File: src/rtl/fetch_stage.sv
// Instruction-fetch stage: owns the program counter, captures the returned
// instruction into the IF/ID register, and handles stall, redirect and HALT.
module fetch_stage #(
    parameter int                A_BITS    = 5,
    parameter int                I_BITS    = 16,
    parameter logic [I_BITS-1:0] NOP_WORD  = 16'h0000,
    parameter logic [I_BITS-1:0] HALT_WORD = 16'h0001,
    parameter int                CNT_BITS  = 16
) (
    input  logic                clk,
    input  logic                rst_n,
    output logic [A_BITS-1:0]   pc,
    input  logic [I_BITS-1:0]   instr,
    input  logic                stall,
    input  logic                redirect_valid,
    input  logic [A_BITS-1:0]   redirect_pc,
    output logic [I_BITS-1:0]   id_instr,
    output logic [A_BITS-1:0]   id_pc,
    output logic                id_valid,
    output logic                halted,
    output logic [CNT_BITS-1:0] fetch_count
);

    logic [A_BITS-1:0] pc_q;

    function automatic logic [CNT_BITS-1:0] sat_inc(input logic [CNT_BITS-1:0] v);
        return (&v) ? v : v + 1'b1;
    endfunction

    assign pc = pc_q;

    // Priority per edge: redirect, then stall, then halted, then normal fetch.
    always_ff @(posedge clk or negedge rst_n) begin
        if (!rst_n) begin
            pc_q        <= '0;
            id_instr    <= NOP_WORD;
            id_pc       <= '0;
            id_valid    <= 1'b0;
            halted      <= 1'b0;
            fetch_count <= '0;
        end else if (redirect_valid) begin
            // Wrong-path fetch (including any HALT) is squashed; id_pc keeps its value.
            pc_q     <= redirect_pc;
            id_instr <= NOP_WORD;
            id_valid <= 1'b0;
            halted   <= 1'b0;
        end else if (stall) begin
            pc_q     <= pc_q;
        end else if (halted) begin
            id_instr <= NOP_WORD;
            id_valid <= 1'b0;
        end else begin
            id_instr    <= instr;
            id_pc       <= pc_q;
            id_valid    <= 1'b1;
            fetch_count <= sat_inc(fetch_count);
            if (instr == HALT_WORD) begin
                halted <= 1'b1;
            end else begin
                pc_q <= pc_q + 1'b1;
            end
        end
    end

endmodule

File: config.mk
export PLATFORM = sky130hd
export DESIGN_NAME = fetch_stage
export DESIGN_NICKNAME = d
export VERILOG_FILES = /design/src/rtl/fetch_stage.sv
export SDC_FILE = /design/constraint.sdc
export NUM_CORES = 1
export LEC_CHECK = 0
export ABC_AREA = 1
export CELL_PAD_IN_SITES_DETAIL_PLACEMENT = 2
export CELL_PAD_IN_SITES_GLOBAL_PLACEMENT = 2
export CORE_AREA = 4 4 95 97
export CTS_CLUSTER_SIZE = 14
export DETAILED_ROUTE_END_ITERATION = 16
export DIE_AREA = 0 0 99 101
export PLACE_DENSITY = 0.89
export SLEW_MARGIN = 20
export SYNTH_ARGS = -nofsm -noshare
export SYNTH_HDL_FRONTEND = slang
export SYNTH_SLANG_ARGS = --single-unit
File: constraint.sdc
create_clock -name clk -period 3.7 [get_ports clk]
set_input_delay 1.11 -clock clk [delete_from_list [all_inputs] [get_ports clk]]
set_output_delay 1.11 -clock clk [all_outputs]
set_load 0.02 [all_outputs]
## Word-level counts from Yosys, hierarchy flattened

Cells that the tools add are included.

| storage, ports and cells | value |
|---|---|
| register bits | 44 |
| bits in latches | 0 |
| bits in writable memories | 0 |
| bits in read-only memories | 0 |
| input bits | 25 |
| output and inout bits | 44 |
| logic and storage cells | 34 |
| memories | 0 |

| cells by class | value |
|---|---|
| $add $sub $neg | 2 |
| multiply operators | 0 |
| div/mod/pow operators | 0 |
| magnitude comparators | 0 |
| eq/ne operators | 4 |
| shift-type cells | 0 |
| multiplexer cells | 14 |
| bitwise logic cells | 4 |
| reduce and logical (&&, ||, !) cells | 4 |

Operators with widths:

| operator | count |
|---|---|
| 16-bit 2-to-1 mux | 3 |
| 5-bit 2-to-1 mux | 4 |
| 16-bit by 1-bit adder with 16-bit output, second input constant | 1 |
| 16-bit by 1-bit equality test with 1-bit output, second input constant | 1 |
| 16-bit AND reduction | 1 |
| 1-bit 2-to-1 mux | 7 |
| 3-bit AND reduction | 2 |
| 5-bit by 1-bit adder with 5-bit output, second input constant | 1 |
| 2-bit != test, second input constant | 2 |
| 1-bit NOT | 4 |
| 4-bit AND reduction | 1 |
| 2-bit by 1-bit != test with 1-bit output, second input constant | 1 |

## Logic depth before layout (Yosys ltp)

Gate-level depths: netlist of the first run.

| depth | value |
|---|---|
| depth after elaboration | 5 |
| depth in mapped cells | 10 |
| mapped depth without buffers | 9 |

## Worst setup path before layout of the first run

OpenSTA, ideal clock, no wires.

| timing path | value |
|---|---|
| path kind | input to register |
| start | in redirect_valid |
| end | reg fetch_count[8] |
| library setup time | 118 ps |
| arrival time | 1937 ps |
| data required time | 3582 ps |
| setup slack | 1645 ps |
| stages | 10 |
| buffers on the path | 3 |
| cell sequence | buf_4 inv_4 nand2_8 clkinv_2 buf_6 nand2_4 nand2_4 buf_12 nand2_2 o21ai_2 |

| between the ends | value |
|---|---|
| word-level cells in the longest chain between the ends | 2 |

Ends and longest elaborated chain:

| element | line | RTL |
|---|---|---|
| start: declaration | 15 | `input logic redirect_valid,` |
| 1-bit NOT (no line) | - |  |
| 4-bit AND reduction (no line) | - |  |
| end signal: assignment | 56 | `fetch_count <= sat_inc(fetch_count);` |
| end: declaration | 21 | `output logic [CNT_BITS-1:0] fetch_count` |

No other way between the ends.
A chain may end at the register's enable or synchronous reset.

## Worst setup path after layout of the first run

| timing path | value |
|---|---|
| start | in redirect_valid |
| end | reg fetch_count[15] |

Same word-level chain as after synthesis.

==> impl_metrics.py, run 1 <==
metrics = {
    "synthesis": {
        "synth-edff-count": 0,
        "synth_top_area_cell": "dfrtp_1",
        "yosys_warnings": 0,
        "synth.area.top_cells": "dfrtp_1 (48%), nand2_1 (16%), a32o_1 (6.5%)",
        "synth_ff_type": "dfrtp_1",
        "async_flop_share_pct": 100,
        "synth_top_area_share_pct": 47.9,
        "ys_seq_area_share_pct": 47.9,
        "synth_common_cells": "nand2_1 (96), dfrtp_1 (44), nor2_1 (24)",
        "synth_nets": 296,
        "syn_avg_cell_area_um2": 8.55,
        "synth_area_um2": 2300,
        "synth_cell_types": 28,
        "synth.most_common_cell": "nand2_1",
        "synth-seq-cells": 44,
        "syn_inst": 269,
    },
    "final_layout": {
        "register_area_um2": 1100,
        "fillers": 880,
        "multi_input_area_um2": 1040,
        "diodes": 0,
        "nNetsFinal": 363,
        "area_growth_pct": 37.2,
        "drive_gt1_share_pct": 9.20,
        "layoutNonFillerInstCount": 442,
        "fin_util_pct": 38.8,
    },
    "worst_setup_path": {
        "crit_start": "redirect_valid",
        "criticalPathCategory": "input port to flip-flop",
        "ff2ff_path_depth": 8,
        "crit_buf_inv": 4,
        "r2r_start": "halted",
        "critPathMaxStageDelay_ns": 0.64,
        "rrSetupSlack_ns": 1.85,
        "critical_path_required_ns": 3.94,
        "cpMaxStageDelayCell": "clkdlybuf4s50_1",
        "crit_chain": "clkdlybuf4s50_1 -> inv_4 -> nand2_8 -> clkinv_2 -> nand2_1 -> nand2_4 -> inv_2 -> nand2_1 -> nand2_1",
        "cp_common_cell": "nand2_1",
        "cp_data_arrival_time_ns": 3.19,
        "critPathTopFamily": "buffers and inverters",
        "critPathMaxFanout": 27,
        "setup.worst_path.end_class": "flip-flop",
        "reg2reg_to": "fetch_count[5]",
        "startpoint_type": "input port",
    },
    "placement": {
        "place_inst": 434,
        "port_buffers": 68,
        "place.gp.congestion": 0.753,
        "hpwl_um": 5590,
        "place_worst_setup_slack_ns": 0.413,
    },
    "sta": {
        "fin_worst_skew_ns": 0.00466,
        "fmax_mhz": 339,
        "slew_violations": 0,
        "worst_pin_slew_ns": 0.569,
        "period_share_pct": 79.8,
        "fin_hold_ws_ns": 0.533,
        "rsz0062_at_grt": "no",
        "final-hold-violation-count": 0,
        "setup_viol": 0,
        "relSlewSlack_pct": 62.0,
        "fin_ws_ns": 0.749,
        "fin_crit_ns": 2.95,
        "finalSetupTns_ns": 0,
    },
    "pwr": {
        "p_comb_share_pct": 32.7,
        "power_switching_uw": 549,
        "seqPwrFrac_pct": 42.2,
        "leakagePower_uw": 0.00138,
        "p_int_uw": 978,
        "p_sw_share_pct": 35.9,
        "clkPwrFrac_pct": 25.1,
        "power_density_nw_per_um2": 484,
        "vdd_drop_max_v": 0.000173,
    },
    "die": {
        "num_rows": 33,
        "die_y_um": 101,
        "start_util_pct": 28.3,
        "core_area_um2": 8130,
        "die_area_um2": 10000,
        "pin_count": 69,
        "die_x_um": 99,
    },
    "hold_path": {
        "worstHoldEndpoint": "id_pc[4]",
        "hold_start": "id_pc[4]",
        "holdPathStages": 2,
        "hp-class": "flip-flop to flip-flop",
    },
    "flow_run": {
        "drv_cap": 0,
    },
    "cts": {
        "cts_root_buf": "clkbuf_8",
        "ctsHoldBuffers": 0,
        "clockBufferDepth": 2,
        "ctsResizeCount": 0,
        "htree_levels": 2,
        "clkTransAtPathRegs_ns": 0.09,
        "cts_buffers": 5,
        "postCtsSetupBuffers": 0,
        "clkSinkCount": 44,
        "clk_latency_ns": 0.30,
        "cts_tree": "built",
    },
    "global_routing": {
        "grt_pass1_wl_um": 11700,
        "antenna_found_initial": 0,
        "grt.total_usage_pct": 14.5,
        "grt_pass1_vias": 2367,
        "grt_max_degree": 45,
        "grt-ovfl-total": 0,
    },
    "detailed_routing": {
        "routed_wl_um": 7200,
        "final_antenna_net_count": 0,
        "drtIter0Drc": 73,
        "wire_per_inst_um": 16.3,
        "post-route-drc-count": 0,
        "routed_via_density": 4.87,
        "num_vias": 2153,
        "dr.pass1.iters": 4,
    },
    "outcome": {
        "status": "completed",
    },
}
[stage by stage]
step / area, um2 / power (uW)
finish: 3150 / 1530
global route: 3150 / 1630
CTS: 3150 / 1550
detailed placement: 3040 / 1160
global placement: 3040 / 1140
floorplan: 2300 / 909
[area by class of cell]
type	instances	area share [%]
flip-flops and latches	44	34.9
multi-input cells	196	33.0
repair buffers	69	21.7
well taps	105	4.17
inverters	20	2.50
clock buffers	5	2.18
clock inverters	3	1.47
[routing by layer]
metal / global-route usage, % / routed length (um)
met1: 18.0 / 3130
met2: 26.3 / 3760
met3: 2.42 / 264
met4: 3.36 / 50
met5: 0 / 0
[worst max path at each step]
stage | end | slack, ns | cells past startpoint
6_report | fetch_count[15] | 0.75 | 9
3_3_place_gp | fetch_count[15] | 0.55 | 9
5_1_grt | fetch_count[15] | 0.54 | 9
4_1_cts | fetch_count[15] | 0.73 | 9
2_1_floorplan | fetch_count[8] | 1.64 | 10
3_5_place_dp | fetch_count[2] | 0.41 | 9
[flip-flops by register name, indices dropped and copies added, names as in the netlist]
| name | count |
|---|---|
| fetch_count | 16 |
| id_instr | 16 |
| id_pc | 5 |
| pc | 5 |
| halted | 1 |
| id_valid | 1 |
[placed cells by master (no fill, tap or decap), types with 2 or more instances in the layout]
cell type	instances
a32o_1	15
xor2_1	8
buf_4	2
clkdlybuf4s50_1	67
dfrtp_1	44
nand2_4	2
nand3_1	15
clkbuf_8	5
nor2_1	24
o21ai_0	10
nand2_1	96
ha_1	2
nand2_2	5
nand4_1	5
inv_1	17
o21ai_2	6
nor2_2	2
[worst reg2reg max path, delay by kind of cell (launching register included)]
| family | cells | cell delay, ns |
|---|---|---|
| flip-flops | 1 | 0.47 |
| AND/OR/NAND/NOR | 6 | 0.88 |
| buffers and inverters | 2 | 0.40 |
[power groups by stage]
stage | Combinational [uW] | Sequential [uW] | Clock (uW)
floorplan | 192 | 716 | 0
global placement | 484 | 654 | 0
detailed placement | 506 | 655 | 0
CTS | 508 | 647 | 398
global route | 544 | 661 | 421
finish | 499 | 645 | 383
[kinds of logic (layout without fill, tap and decap cells)]
group,count (synthesis),in the layout,synth area share [%]
buffers and inverters,29,97,6.80
DFF,44,44,47.9
adders and majority gates,2,2,1.09
and+or+nand+nor,153,153,29.6
AOI/OAI and AO/OA,32,32,11.2
xor gates and xnor gates,9,9,3.43
(Power assumes the default switching activity.)
==> run 2: changes to the inputs <==
CORE_AREA = 4 4 98 100   (was 4 4 95 97)
DIE_AREA = 0 0 102 104   (was 0 0 99 101)
PLACE_DENSITY = 0.85   (was 0.89)
clock period = 3 ns   (was 3.7 ns; I/O delays follow)
==> impl_metrics.py, run 2 (synthesis gave the netlist of run 1 again) <==
metrics = {
    "sta": {
        "fin_worst_skew_ns": 0.00558,
        "finalSetupTns_ns": 0,
        "rsz0062_at_grt": "no",
        "final-hold-violation-count": 0,
        "fin_crit_ns": 2.36,
        "worst_pin_slew_ns": 0.320,
        "relSlewSlack_pct": 78.6,
        "fin_hold_ws_ns": 0.430,
        "setup_viol": 0,
        "slew_violations": 0,
        "fmax_mhz": 425,
        "period_share_pct": 78.5,
    },
    "worst_setup_path": {
        "setup.worst_path.end_class": "output pin",
        "cp_data_arrival_time_ns": 1.46,
        "crit_chain": "clkdlybuf4s50_1",
        "critPathTopFamily": "buffers and inverters",
        "critPathMaxStageDelay_ns": 0.66,
        "cpMaxStageDelayCell": "clkdlybuf4s50_1",
        "criticalPathCategory": "flip-flop to output pin",
        "critPathMaxFanout": 7,
        "crit_buf_inv": 1,
        "startpoint_type": "flip-flop",
        "critical_path_required_ns": 2.10,
    },
    "placement": {
        "place.gp.congestion": 0.738,
        "hpwl_um": 5830,
        "port_buffers": 68,
    },
    "outcome": {
        "status": "completed",
    },
    "die": {
        "core_area_um2": 8680,
        "die_area_um2": 10600,
        "pin_count": 69,
        "start_util_pct": 26.5,
        "num_rows": 34,
        "die_x_um": 102,
        "die_y_um": 104,
    },
    "final_layout": {
        "area_growth_pct": 37.4,
        "reg_top3": "fetch_count (16), id_instr (16)",
        "mostFrequentLayoutCell": "nand2_1",
        "diodes": 0,
        "drive_gt1_share_pct": 10.3,
        "final_cell_mix": "nand2_1 (96), clkdlybuf4s50_1 (67), dfrtp_1 (44)",
        "nNetsFinal": 368,
        "fin_util_pct": 36.4,
    },
    "detailed_routing": {
        "drtIter0Drc": 92,
        "wire_per_inst_um": 16.2,
        "routed_wl_um": 7250,
        "num_vias": 2147,
        "post-route-drc-count": 0,
        "final_antenna_net_count": 0,
        "dr.pass1.iters": 4,
        "routed_via_density": 4.78,
    },
    "global_routing": {
        "grt_max_degree": 27,
        "grt_pass1_vias": 2400,
        "grt_pass1_wl_um": 12300,
        "grt.total_usage_pct": 14.5,
        "antenna_found_initial": 0,
        "grt-ovfl-total": 0,
    },
    "cts": {
        "htree_levels": 2,
        "ctsResizeCount": 0,
        "clk_latency_ns": 0.30,
        "cts_tree": "built",
        "cts_buffers": 5,
        "ctsHoldBuffers": 0,
        "postCtsSetupBuffers": 0,
        "clkSinkCount": 44,
        "clockBufferDepth": 2,
        "clkTransAtPathRegs_ns": 0.08,
        "cts_root_buf": "clkbuf_8",
    },
    "pwr": {
        "leakagePower_uw": 0.00139,
        "power_density_nw_per_um2": 562,
        "vdd_drop_max_v": 0.000187,
    },
    "hold_path": {
        "hp-class": "input port to async pin",
    },
    "flow_run": {
        "drv_cap": 0,
    },
}
run 2: layer usage:
layer  global-route usage [%]  share of wire (%)  vias up
met2                     25.0                 52       41
met3                     2.62                3.9        5
li1                         -                  -     1021
met5                        0                  0        -
met4                     3.66               0.90        0
met1                     18.4                 43     1080
run 2: final cells by class:
cell class,instances,area (um2)
Fill cell,983,5520
Timing Repair Buffer,74,721
Inverter,20,78.8
Multi-Input combinational cell,196,1040
Clock buffer,5,68.8
Tap cell,108,135
Sequential cell,44,1100
Clock inverter,2,12.5
run 2: path summary, 6_finish.rpt:
kind,from,end,slack (ns),cells after the start
max in group asynchronous,rst_n,halted,2.03,2
worst min register to register,id_pc[0],id_pc[0],0.50,2
worst min-delay path,rst_n,fetch_count[8],0.43,1
worst max-delay path,fetch_count[2],fetch_count[2],0.64,1
worst max register to register,fetch_count[0],fetch_count[9],1.18,9
min in group clk,id_pc[0],id_pc[0],0.50,2
run 2: through the flow:
| stage | total power (uW) | worst slack (ns) | instances | area, um2 |
|---|---|---|---|---|
| 2_1_floorplan | 1120 | 1.15 | 269 | 2300 |
| 3_3_place_gp | 1410 | 0.447 | 442 | 3080 |
| 3_5_place_dp | 1440 | 0.391 | 442 | 3080 |
| 4_1_cts | 1810 | 0.623 | 449 | 3160 |
| 5_1_grt | 1910 | 0.570 | 449 | 3160 |
| 6_report | 1780 | 0.645 | 449 | 3160 |
run 2: power breakdown:
| part | switching, uW | leakage [uW] | internal (uW) |
|---|---|---|---|
| Clock | 208 | 0.0000400 | 158 |
| Combinational | 339 | 0.000774 | 279 |
| Sequential | 111 | 0.000579 | 680 |
